`config.mk`:
```
export PLATFORM = sky130hd
export DESIGN_NAME = uart_rx
export DESIGN_NICKNAME = d
export VERILOG_FILES = /design/src/rtl/uart_rx.sv
export SDC_FILE = /design/constraint.sdc
export NUM_CORES = 1
export LEC_CHECK = 0
export CAP_MARGIN = 20
export CELL_PAD_IN_SITES_DETAIL_PLACEMENT = 1
export CELL_PAD_IN_SITES_GLOBAL_PLACEMENT = 1
export CORE_ASPECT_RATIO = 2
export CORE_UTILIZATION = 52
export DETAILED_ROUTE_END_ITERATION = 10
export DONT_BUFFER_PORTS = 1
export HOLD_SLACK_MARGIN = 0.05
export PLACE_DENSITY = 0.79
export SETUP_SLACK_MARGIN = 0.15
export SYNTH_ARGS = -nofsm -noshare
export SYNTH_HDL_FRONTEND = slang
export SYNTH_HIERARCHICAL = 1
export SYNTH_SLANG_ARGS = --single-unit
```
`constraint.sdc`:
```
create_clock -name i_clk -period 4.14 [get_ports i_clk]
set_input_delay 0.621 -clock i_clk [delete_from_list [all_inputs] [get_ports i_clk]]
set_output_delay 0.621 -clock i_clk [all_outputs]
set_load 0.005 [all_outputs]
```
`src/rtl/uart_rx.sv`:
```
// uart_rx: 8N1 UART receiver with a 2-flop input synchroniser, break handling
// and a show-ahead byte FIFO; framing errors and overruns are one-cycle pulses.
module fifo #(
    parameter int Width = 8,
    parameter int Depth = 4
) (
    input  logic             clk,
    input  logic             rst_n,
    input  logic             write,
    input  logic [Width-1:0] wdata,
    input  logic             read,
    output logic [Width-1:0] rdata,
    output logic             full,
    output logic             empty
);
    localparam int AW = Depth > 1 ? $clog2(Depth) : 1;
    localparam logic [AW:0] FullCount = (AW + 1)'(Depth);
    localparam logic [AW-1:0] LastPtr = AW'(Depth - 1);

    logic [Width-1:0] mem [Depth];
    logic [AW-1:0]    wr_ptr;
    logic [AW-1:0]    rd_ptr;
    logic [AW:0]      count;
    logic             do_wr;
    logic             do_rd;

    // full/empty come from registered state, so a same-cycle pop never frees a slot for the write
    assign full  = count == FullCount;
    assign empty = count == '0;
    assign do_wr = write && !full;
    assign do_rd = read && !empty;
    assign rdata = mem[rd_ptr];

    always_ff @(posedge clk) begin
        if (do_wr) mem[wr_ptr] <= wdata;
    end

    always_ff @(posedge clk or negedge rst_n) begin
        if (!rst_n) begin
            wr_ptr <= '0;
            rd_ptr <= '0;
            count  <= '0;
        end else begin
            if (do_wr) wr_ptr <= wr_ptr == LastPtr ? '0 : wr_ptr + AW'(1);
            if (do_rd) rd_ptr <= rd_ptr == LastPtr ? '0 : rd_ptr + AW'(1);
            if (do_wr && !do_rd) count <= count + (AW + 1)'(1);
            else if (!do_wr && do_rd) count <= count - (AW + 1)'(1);
        end
    end
endmodule

module uart_rx #(
    parameter int FifoDepth   = 4,
    parameter int BaudCycBits = 16
) (
    input  logic                   i_clk,
    input  logic                   i_rst_n,
    input  logic [BaudCycBits-1:0] c_baud_cyc,
    input  logic                   i_rx,
    output logic                   o_busy,
    output logic                   o_frame_err,
    output logic                   o_overrun,
    output logic                   o_fifo_empty,
    input  logic                   i_fifo_read,
    output logic [7:0]             o_fifo_rdata
);
    typedef enum logic [2:0] {IDLE, START, DATA, STOP, BRK} state_t;

    state_t                 state;
    state_t                 state_nx;
    logic [1:0]             sync;
    logic                   rx_s;
    logic [BaudCycBits-1:0] cyc_cnt;
    logic [BaudCycBits-1:0] cyc_nx;
    logic [2:0]             bit_cnt;
    logic [2:0]             bit_nx;
    logic [7:0]             data;
    logic [7:0]             data_nx;
    logic                   tick;
    logic                   wr;
    logic                   fifo_full;
    logic                   frame_err_nx;
    logic                   overrun_nx;

    assign rx_s   = sync[1];
    assign o_busy = state != IDLE;

    always_ff @(posedge i_clk or negedge i_rst_n) begin
        if (!i_rst_n) begin
            sync        <= 2'b11;
            state       <= IDLE;
            cyc_cnt     <= '0;
            bit_cnt     <= '0;
            data        <= '0;
            o_frame_err <= 1'b0;
            o_overrun   <= 1'b0;
        end else begin
            sync        <= {sync[0], i_rx};
            state       <= state_nx;
            cyc_cnt     <= cyc_nx;
            bit_cnt     <= bit_nx;
            data        <= data_nx;
            o_frame_err <= frame_err_nx;
            o_overrun   <= overrun_nx;
        end
    end

    always_comb begin
        state_nx     = state;
        cyc_nx       = cyc_cnt;
        bit_nx       = bit_cnt;
        data_nx      = data;
        wr           = 1'b0;
        frame_err_nx = 1'b0;
        overrun_nx   = 1'b0;
        tick         = state != IDLE && cyc_cnt == '0;
        if (state != IDLE && !tick) cyc_nx = cyc_cnt - BaudCycBits'(1);
        case (state)
            IDLE: begin
                if (!rx_s) begin
                    state_nx = START;
                    cyc_nx   = c_baud_cyc >> 1;
                end
            end
            START: begin
                if (tick) begin
                    state_nx = rx_s ? IDLE : DATA;
                    cyc_nx   = c_baud_cyc;
                    bit_nx   = '0;
                end
            end
            DATA: begin
                if (tick) begin
                    data_nx = {rx_s, data[7:1]};
                    cyc_nx  = c_baud_cyc;
                    bit_nx  = bit_cnt + 3'd1;
                    if (bit_cnt == 3'd7) state_nx = STOP;
                end
            end
            STOP: begin
                // leaving mid stop bit lets the next start edge be seen as early as possible
                if (tick) begin
                    wr           = rx_s && !fifo_full;
                    overrun_nx   = rx_s && fifo_full;
                    frame_err_nx = !rx_s;
                    state_nx     = rx_s ? IDLE : BRK;
                end
            end
            BRK: begin
                if (rx_s) state_nx = IDLE;
            end
            default: state_nx = IDLE;
        endcase
    end

    fifo #(
        .Width(8),
        .Depth(FifoDepth)
    ) u_fifo (
        .clk  (i_clk),
        .rst_n(i_rst_n),
        .write(wr),
        .wdata(data),
        .read (i_fifo_read),
        .rdata(o_fifo_rdata),
        .full (fifo_full),
        .empty(o_fifo_empty)
    );
endmodule

```
==> impl_metrics.py <==
metrics = {
    "run_status": {
        "status": "finished clean",
    },
    "timing": {
        "setup_tns_ns": 0,
        "hold_viol": 0,
        "setup_viol_count_final": 0,
        "post-route-period-util_pct": 83.1,
        "relSlewSlack_pct": 50.2,
        "worstMarginPinSlew_ns": 0.746,
        "rsz0062_at_grt": "no",
        "max_freq_mhz": 291,
        "final.setup_skew_ns": 0.00532,
        "maxSlewViolCount": 0,
        "period_minus_slack_ns": 3.44,
    },
    "placement": {
        "place_congestion": 0.890,
        "place_area_mm2": 0.00364,
        "port_buffers": 0,
        "dp_hpwl_mm": 5.44,
    },
    "worst_setup_path": {
        "start_kind": "flip-flop",
        "arrival_ns": 3.70,
        "rr_worst_depth": 14,
        "end_kind": "flip-flop",
        "worstPathRequired_ns": 4.40,
        "reg2reg_slack_ns": 0.70,
        "r2r_start": "cyc_cnt[0]",
        "timing.rr.end": "u_fifo/count[2]",
        "cp_slowest_stage_delay_ns": 0.44,
        "path_cells": "inv_1 > ha_1 > nor2b_1 > nand3_1 > nor4b_1 > inv_1 > nor3_1 > nor2b_2 > ha_1 > inv_1 > fa_1 > xor2_1 > nor2_1 > xor2_1",
        "cpMostUsedCell": "inv_1",
        "cp_max_fo": 7,
        "slowest_stage": "nor4b_1",
        "crit_type": "flip-flop to flip-flop",
    },
    "drt": {
        "wl_per_cell_um": 21.6,
        "route.detailed.drc": 0,
        "drtAntennaViolNets": 0,
        "drt_iter0_drc": 51,
        "route.vias.total": 2325,
        "drt_pre_antenna_iters": 4,
        "avgViaCountPerCell": 6.18,
        "wirelength_mm": 8.13,
    },
    "finish": {
        "final_util_pct": 59.8,
        "diodes": 0,
        "area_growth_pct": 10.2,
        "final_cell_area_mm2": 0.00396,
        "drive_gt1_share_pct": 19.4,
        "nets": 314,
    },
    "synthesis": {
        "synth_xor_area_share_pct": 2.44,
        "yosys.area.top_type_share_pct": 27.2,
        "syn_nets": 313,
        "yosys.area_share.simple_pct": 13.4,
        "seq_area_frac_synth_pct": 55.4,
        "ys_async_sr_fraction_pct": 56.2,
        "synth_commonest_cells": "dfrtp_1, edfxtp_1, a21oi_1",
        "yosysTopAreaCell": "dfrtp_1",
        "synth_compound_area_share_pct": 10.1,
        "synth_fa_ha_area_share_pct": 4.04,
        "synth_edf_count": 32,
        "yosys_register_bits": 73,
        "synthCells": 282,
        "post-synth-top-count-cell": "dfrtp_1",
        "synth_cell_type_count": 57,
        "synth.area.top_cells": "dfrtp_1, edfxtp_1, mux4_2, ha_1, mux2_4",
        "mappedNetlistArea_mm2": 0.00359,
        "syn_avg_cell_area_um2": 12.7,
        "ys_warn_count": 6,
        "synthFlopType": "dfrtp_1",
        "synthMuxAreaShare_pct": 11.0,
        "synth_top_family_by_area": "simple AND/OR/NAND/NOR gates",
    },
    "global_route": {
        "antenna_found_initial": 0,
        "grt_pass1_vias": 2595,
        "grt_max_degree": 40,
        "grt_use_total_pct": 25.8,
        "overflow": 0,
        "grt_pass1_wl_mm": 13.1,
    },
    "pwr": {
        "pwr_density_cell_mw_per_mm2": 588,
        "power.ir.vdd_worst_v": 0.000427,
        "leakagePower_nw": 1.49,
    },
    "cts": {
        "clkLatencyLatePin_ns": 0.33,
        "tritoncts": "yes",
        "clock_sinks": 73,
        "cts-root-buf": "clkbuf_16",
        "h-tree-depth": 3,
        "clk_path_buf_depth": 2,
        "cts-buffers-inserted": 9,
        "clkTransAtPathRegs_ns": 0.06,
    },
    "min_path": {
        "hp-class": "input port to async pin",
    },
    "floorplanning": {
        "die_h_um": 120,
        "die_w_um": 60.8,
        "core_region_area_mm2": 0.00662,
        "fp.dieArea_mm2": 0.00726,
        "initial_utilization_pct": 54.2,
        "rows": 42,
        "ioPinCount": 32,
    },
    "job": {
        "cap_violations": 0,
    },
}
[power by group]
group	internal, mW	switching (mW)	total (mW)
clock network	0.465	0.292	0.758
logic	0.278	0.237	0.515
registers	0.855	0.198	1.05
total	1.60	0.728	2.33
[layout make-up]
| class | count | area, µm² |
|---|---|---|
| clock buffer | 11 | 233 |
| sequential | 73 | 1990 |
| tap | 88 | 110 |
| multi-input combinational | 183 | 1480 |
| clock inverter | 5 | 56.3 |
| timing repair buffer | 4 | 42.5 |
| fill | 673 | 2670 |
| inverter | 12 | 45.0 |
[metrics by stage]
step / power [mW] / std cells / setup WS, ns / hold WS (ns)
global route: 2.45 / 376 / 0.296 / 0.115
detailed placement: 1.57 / 359 / 0.551 / 0.326
finish: 2.33 / 376 / 0.699 / 0.126
CTS: 2.35 / 376 / 0.515 / 0.113
floorplan: 1.44 / 282 / 1.26 / 0.325
global placement: 1.54 / 359 / 0.784 / 0.327
[critical path, delay by kind of cell, from the launching register on]
| family | cells | cell delay (ns) |
|---|---|---|
| flip-flops | 1 | 0.40 |
| XOR/XNOR | 2 | 0.31 |
| adder cells (fa/ha/maj) | 3 | 0.80 |
| AND/OR/NAND/NOR | 6 | 1.56 |
| buffers and inverters | 3 | 0.30 |
[cells by family after synthesis]
group / count (synthesis)
fa+ha+maj: 11
compound gates: 58
simple gates: 79
mux: 25
xor+xnor: 10
flops: 73
buf+inv: 26
[how the worst max path moves through the flow]
stage,depth (start not counted),start,to
3_5_place_dp,14,cyc_cnt[0],u_fifo/count[2]
4_1_cts,14,cyc_cnt[0],u_fifo/count[2]
5_1_grt,14,cyc_cnt[0],u_fifo/count[2]
6_report,14,cyc_cnt[0],u_fifo/count[2]
2_1_floorplan,15,cyc_cnt[0],u_fifo/count[2]
3_3_place_gp,14,cyc_cnt[0],u_fifo/count[2]
[layer usage]
metal	part of all wire, %	vias to the layer above	GRT usage, %
li1	-	1066	-
met1	36	1179	25.8
met2	57	57	46.2
met3	3.2	23	5.50
met4	4.2	0	15.1
met5	0	-	0
[state kept, by name, summed over array words and instances (netlist names)]
| signal | flops |
|---|---|
| bit_cnt | 3 |
| u_fifo/mem | 32 |
| u_fifo/count | 3 |
| u_fifo/wr_ptr | 2 |
| state | 3 |
| o_frame_err | 1 |
| cyc_cnt | 16 |
| u_fifo/rd_ptr | 2 |
| sync | 2 |
| o_overrun | 1 |
| data | 8 |
[placed cells by master, fill, tap and decap left out, types with 8 or more instances in the layout]
cell and count:
a21oi_1 20, a22oi_1 9, clkbuf_16 9, dfrtp_1 39
edfxtp_1 32, ha_1 10, inv_1 11, mux4_2 8
nand2_1 13, nor2_1 11, nor3_1 11, o21ai_1 11
[timing repair]
action,CTS,global route
hold buffers,1,0
resized for setup,0,1
setup endpoints to repair,0,1
hold endpoints to repair,39,0
buffers inserted,0,0
Note: power is estimated with default switching activity, not from simulation.
